**src/rtl/key_repeat_encoder_if.sv**
```systemverilog
// Direction-key levels in, one-cycle move commands out, between the PS/2
// keyboard decoder and the game controller.
interface key_repeat_encoder_if;
    logic       enable;
    logic       left;
    logic       right;
    logic       up;
    logic [1:0] keyboard_signal;
    logic       repeating;

    modport master (
        output enable, left, right, up,
        input  keyboard_signal, repeating
    );

    modport slave (
        input  enable, left, right, up,
        output keyboard_signal, repeating
    );
endinterface

```
**src/rtl/key_repeat_encoder.sv**
```systemverilog
// Turns held direction keys into single-cycle move commands: one command per
// press, with auto-repeat for left/right after an initial delay.
module key_repeat_encoder #(
    parameter int unsigned DELAY_CYCLES  = 25_000_000,
    parameter int unsigned REPEAT_CYCLES = 8_000_000
) (
    input  logic                 clk,
    input  logic                 clrn,
    key_repeat_encoder_if.slave  bus
);
    localparam logic [1:0] S_IDLE   = 2'd0;
    localparam logic [1:0] S_DELAY  = 2'd1;
    localparam logic [1:0] S_REPEAT = 2'd2;
    localparam logic [1:0] S_HOLD   = 2'd3;

    localparam logic [1:0] CODE_NONE  = 2'b00;
    localparam logic [1:0] CODE_LEFT  = 2'b01;
    localparam logic [1:0] CODE_RIGHT = 2'b10;
    localparam logic [1:0] CODE_ROT   = 2'b11;

    localparam logic [31:0] DELAY_LAST  = 32'(DELAY_CYCLES - 1);
    localparam logic [31:0] REPEAT_LAST = 32'(REPEAT_CYCLES - 1);

    logic [2:0]  key_q;
    logic        en_q;
    logic [1:0]  state, state_nx;
    logic [1:0]  cur, cur_nx;
    logic [31:0] cnt, cnt_nx;
    logic [1:0]  emit_nx;
    logic [1:0]  resolved;
    logic [1:0]  ks_q;
    logic        rep_q;

    // Input capture: enable is registered with the keys so a key already held
    // when enable rises sees the same two-edge latency as a fresh press.
    always_ff @(posedge clk or negedge clrn) begin
        if (!clrn) begin
            key_q <= 3'b000;
            en_q  <= 1'b0;
        end else begin
            key_q <= {bus.left, bus.right, bus.up};
            en_q  <= bus.enable;
        end
    end

    always_comb begin
        resolved = CODE_NONE;
        if (key_q[2])      resolved = CODE_LEFT;
        else if (key_q[1]) resolved = CODE_RIGHT;
        else if (key_q[0]) resolved = CODE_ROT;
    end

    always_comb begin
        state_nx = state;
        cur_nx   = cur;
        cnt_nx   = cnt;
        emit_nx  = CODE_NONE;
        if (!en_q) begin
            state_nx = S_IDLE;
            cnt_nx   = '0;
        end else if (state == S_IDLE) begin
            cnt_nx = '0;
            if (resolved != CODE_NONE) begin
                emit_nx  = resolved;
                cur_nx   = resolved;
                state_nx = S_DELAY;
            end
        end else if (resolved == CODE_NONE) begin
            state_nx = S_IDLE;
            cnt_nx   = '0;
        end else if (resolved != cur) begin
            // A change of the winning key (including releasing a higher-priority one) is a new press.
            emit_nx  = resolved;
            cur_nx   = resolved;
            cnt_nx   = '0;
            state_nx = S_DELAY;
        end else begin
            case (state)
                S_DELAY: begin
                    if (cnt == DELAY_LAST) begin
                        cnt_nx = '0;
                        if (cur == CODE_ROT) begin
                            state_nx = S_HOLD;
                        end else begin
                            emit_nx  = cur;
                            state_nx = S_REPEAT;
                        end
                    end else begin
                        cnt_nx = cnt + 32'd1;
                    end
                end
                S_REPEAT: begin
                    if (cnt == REPEAT_LAST) begin
                        emit_nx = cur;
                        cnt_nx  = '0;
                    end else begin
                        cnt_nx = cnt + 32'd1;
                    end
                end
                default: ;
            endcase
        end
    end

    // Command stage
    always_ff @(posedge clk or negedge clrn) begin
        if (!clrn) begin
            state <= S_IDLE;
            cur   <= CODE_NONE;
            cnt   <= '0;
            ks_q  <= CODE_NONE;
            rep_q <= 1'b0;
        end else begin
            state <= state_nx;
            cur   <= cur_nx;
            cnt   <= cnt_nx;
            ks_q  <= emit_nx;
            rep_q <= (state_nx == S_REPEAT);
        end
    end

    assign bus.keyboard_signal = ks_q;
    assign bus.repeating       = rep_q;
endmodule

```
**src/flat_wrapper.sv**
```systemverilog
// flat-port wrapper written by rule: the top's interface ports become plain ports
module key_repeat_encoder_flat 
#(
    parameter int unsigned DELAY_CYCLES  = 25_000_000,
    parameter int unsigned REPEAT_CYCLES = 8_000_000
)
  (clk, clrn, bus_enable, bus_left, bus_right, bus_up, bus_keyboard_signal, bus_repeating);
  key_repeat_encoder_if bus_i ();
  input  logic clk;
  input  logic clrn;
  input wire logic [$bits(bus_i.enable)-1:0] bus_enable;
  input wire logic [$bits(bus_i.left)-1:0] bus_left;
  input wire logic [$bits(bus_i.right)-1:0] bus_right;
  input wire logic [$bits(bus_i.up)-1:0] bus_up;
  output wire logic [$bits(bus_i.keyboard_signal)-1:0] bus_keyboard_signal;
  output wire logic [$bits(bus_i.repeating)-1:0] bus_repeating;
  assign bus_i.enable = bus_enable;
  assign bus_i.left = bus_left;
  assign bus_i.right = bus_right;
  assign bus_i.up = bus_up;
  assign bus_keyboard_signal = bus_i.keyboard_signal;
  assign bus_repeating = bus_i.repeating;
  key_repeat_encoder #(.DELAY_CYCLES(DELAY_CYCLES), .REPEAT_CYCLES(REPEAT_CYCLES)) u_core (.clk(clk), .clrn(clrn), .bus(bus_i));
endmodule
```
**config.mk**
```make
export PLATFORM = sky130hd
export DESIGN_NAME = key_repeat_encoder_flat
export DESIGN_NICKNAME = d
export VERILOG_FILES = /design/src/rtl/key_repeat_encoder_if.sv /design/src/rtl/key_repeat_encoder.sv /design/src/flat_wrapper.sv
export SDC_FILE = /design/constraint.sdc
export NUM_CORES = 1
export LEC_CHECK = 0
export CAP_MARGIN = 20
export CORE_MARGIN = 3
export CORE_UTILIZATION = 45
export DETAILED_ROUTE_END_ITERATION = 10
export SLEW_MARGIN = 30
export SYNTH_ARGS = -nofsm -noshare
export SYNTH_HDL_FRONTEND = slang
export SYNTH_SLANG_ARGS = --single-unit
export TNS_END_PERCENT = 5
```
**constraint.sdc**
```tcl
create_clock -name clk -period 1.9 [get_ports clk]
set_input_delay 0.285 -clock clk [delete_from_list [all_inputs] [get_ports clk]]
set_output_delay 0.285 -clock clk [all_outputs]
set_load 0.03 [all_outputs]
```
==> key figures <==
Outcome
  – Outcome: complete, but fails checks
  – Violated checks: setup timing

Setup path
  – Kind of critical path: reg2reg
  – CP max-delay cell: or4bb_1
  – FF-to-FF setup slack: -0.12 ns
  – Setup crit end kind: flip-flop
  – Launch point of the worst reg-to-reg path: u_core.state[0]
  – CP max FO: 4
  – CP peak stage delay: 0.40 ns
  – Critical-path cell list: inv_2, ha_4, or4bb_1, nor3_2, a32o_2, a21oi_2, buf_4, a22oi_2, o31ai_2
  – Path depth of the worst reg2reg path: 9
  – Worst path required time: 2.08 ns
  – CP Launch Type: flip-flop
  – Crit path DAT: 2.20 ns
  – R2R Path End: u_core.cnt[29]

Routing
  – WL/cell: 16.8 µm
  – Routed via count: 2459
  – Initial DRC Count: 161
  – First-pass DRT Iterations: 4
  – DRT Wirelength: 7210 µm
  – Vias per Instance: 5.72
  – Residual DRC: 0
  – DRT antenna net count: 0

Synth
  – Most frequent cell after synthesis: dfrtp_1
  – Synth Area in Adders: 1.97%
  – Area of the mapped netlist: 2530 µm²
  – Largest cells by area after synthesis: dfrtp_1 (42%), nand2_1 (5.0%), nor2_1 (4.3%), nand3_1 (3.4%), o21ai_0 (3.2%)
  – EDFF count, synth: 0
  – Yosys cell types: 52
  – Post-Synth XOR/XNOR Area: 4.49%
  – Synth async-reset ratio: 100%
  – Primary FF master, synth: dfrtp_1
  – Post-synthesis simple-gate area fraction: 31.7%
  – Top cells by count, synth: dfrtp_1 (43), nand2_1 (34), nor2_1 (29), nand3_1 (17), o21ai_0 (16)
  – Synth warnings: 0
  – Sequential-to-total area share from yosys stat: 42.4%
  – Largest family of logic cells by synthesized area: simple AND/OR/NAND/NOR gates
  – Synthesized net count: 290
  – Area share of the largest cell type after synthesis: 42.4%
  – Avg Inst Size Synth: 9.05 µm²
  – Mux cell area share after synthesis: 0.790%
  – Syn Inst Count: 280
  – Area leader, netlist: dfrtp_1
  – Seq cells post-synth: 43
  – Compound-cell area share of the yosys netlist: 16.4%

CTS
  – Max Root-Sink Buffers: 2
  – Clk sinks: 43
  – CTS tree: done
  – Clock Pin Slew Worst Setup and Hold Paths: 0.09 ns
  – Clock root buffer: clkbuf_8
  – Clock buffer count from CTS: 5
  – Clock Latency Late Sink: 0.30 ns
  – Htree depth: 2

Placement
  – Dpl ws: -0.232 ns
  – DP HPWL: 5360 µm
  – GP Congestion: 0.944
  – Inst Count DP: 421
  – PortBufs: 8

Power
  – Combinational power share: 13.9%
  – PwrDens: 510 nW/µm²
  – Leak pwr: 1.48 nW
  – Cell internal pwr: 1.33 mW
  – Clock Power Share: 33.2%
  – Worst vdd ir: 0.000523 V
  – Flop pwr share: 52.9%
  – Switching power: 0.458 mW
  – Switching Share: 25.6%

Layout
  – Post-layout util: 66.5%
  – Post-Layout Cell Count: 430
  – Area Growth Syn to Fin: 38.3%
  – Nets: 370
  – Reg area: 1080 µm²
  – Area occupied by multi-input gates: 1590 µm²
  – ANT cells: 0
  – Layout cells sized above 1: 31.9%
  – Layout fillers: 469

Flow run
  – Max-cap violations: 0

GRT
  – First-pass GRT wire length: 11900 µm
  – Initial antenna violation count: 0
  – Grt total ovfl: 0
  – Number of global-route vias before repair: 2387
  – Total GRT Usage: 23.8%
  – Pin count of the biggest net entering global routing: 26

Die
  – Rows: 26
  – Die Ht: 81.1 µm
  – Die ar.: 6570 µm²
  – Initial Util: 48.1%
  – DIE WIDTH: 81.1 µm
  – I/O pin cnt: 9
  – Core Footprint: 5270 µm²

Timing
  – RSZ-0062 raised after global routing: true
  – Final Hold Vio Count: 0
  – FMAX: 0.496 GHz
  – # setup viols final: 30
  – Hold Slack: 0.429 ns
  – Final Critical Period: 2.02 ns
  – TNS Setup: -1.17 ns
  – Max Slew Vio Count: 0
  – Worst-margin pin slew: 0.453 ns
  – Final WS setup: -0.117 ns
  – Clk_skew: 0.0117 ns
  – Fin crit share: 106%
  – Worst slew margin: 69.8%

Min path
  – HP Start: bus_enable
  – Worst Hold End: u_core.en_q
  – WHS Path Cells: 1
  – Min-delay worst type: in2reg
registers in the layout, summed over array words and instances, names as in the netlist:
name and count:
u_core.cnt 32, u_core.key_q 3, u_core.bus.keyboard_signal 2, u_core.cur 2
u_core.state 2, u_core.bus.repeating 1, u_core.en_q 1
power by group through the flow:
stage / Sequential, mW / Combinational (mW) / Clock, mW
after floorplan: 0.973 / 0.0973 / 0
after global placement: 0.963 / 0.224 / 0
after detailed placement: 0.964 / 0.226 / 0
after CTS: 0.946 / 0.235 / 0.609
after global routing: 0.949 / 0.272 / 0.642
final: 0.947 / 0.249 / 0.593
routing by layer:
layer,wire length [µm],GRT usage (%),vias to the layer above
met4,129,6.93,0
met2,3390,37.4,57
met5,0,0,-
met3,289,3.44,12
met1,3410,34.0,1176
li1,-,-,1214
critical path: cells and delay by family (launching register included):
family                     cells  cell delay, ns
DFF                            1            0.39
and+or+nand+nor                2            0.55
AOI/OAI and AO/OA              4            0.57
adders and majority gates      1            0.13
buffers and inverters          2            0.27
cell usage in the layout (no fill, tap or decap), types with 5 or more instances in the layout:
master,instances
clkbuf_8,6
o31ai_1,5
buf_4,65
nor3_1,10
xor2_1,7
a21oi_1,6
nand4_1,10
nand3_1,14
o21ai_1,5
dfrtp_1,43
xnor2_1,6
o21ai_0,9
clkdlybuf4s50_1,7
and4_1,5
nand2_1,31
nor2_1,27
inv_1,7
layout make-up:
cell class                      count  share of cell area [%]
Clock buffer                        6                    2.36
Clock inverter                      1                   0.143
Inverter                            8                   0.857
Multi-Input combinational cell    224                    45.3
Sequential cell                    43                    30.7
Tap cell                           70                    2.50
Timing Repair Buffer               78                    18.1
cells by family after synthesis:
group           Yosys count
fa+ha+maj                 4
buf+inv                  13
mux                       2
flops                    43
simple gates            146
compound gates           59
xor+xnor                 13
how the worst max path moves through the flow:
stage / to / slack [ns] / from / cells past startpoint
floorplan: u_core.cnt[5] / -0.09 / u_core.state[0] / 8
global placement: u_core.cnt[8] / -0.18 / u_core.state[0] / 8
detailed placement: u_core.cnt[8] / -0.23 / u_core.state[0] / 8
CTS: u_core.cnt[10] / -0.06 / u_core.state[0] / 9
global route: u_core.cnt[29] / -0.23 / u_core.state[0] / 9
finish: u_core.cnt[29] / -0.12 / u_core.state[0] / 9
metrics by stage:
| stage | cell area [µm²] | power, mW |
|---|---|---|
| after floorplan | 2570 | 1.07 |
| after CTS | 3420 | 1.79 |
| after detailed placement | 3250 | 1.19 |
| final | 3500 | 1.79 |
| after global routing | 3500 | 1.86 |
| after global placement | 3250 | 1.19 |
repair_timing:
item,CTS,global route
pin swaps,10,15
hold buffers,1,0
endpoints found under the hold margin,18,0
endpoints found under the setup margin,37,39
buffers inserted,2,0
resized for setup,17,19
Note: power is estimated with default switching activity, not from simulation.
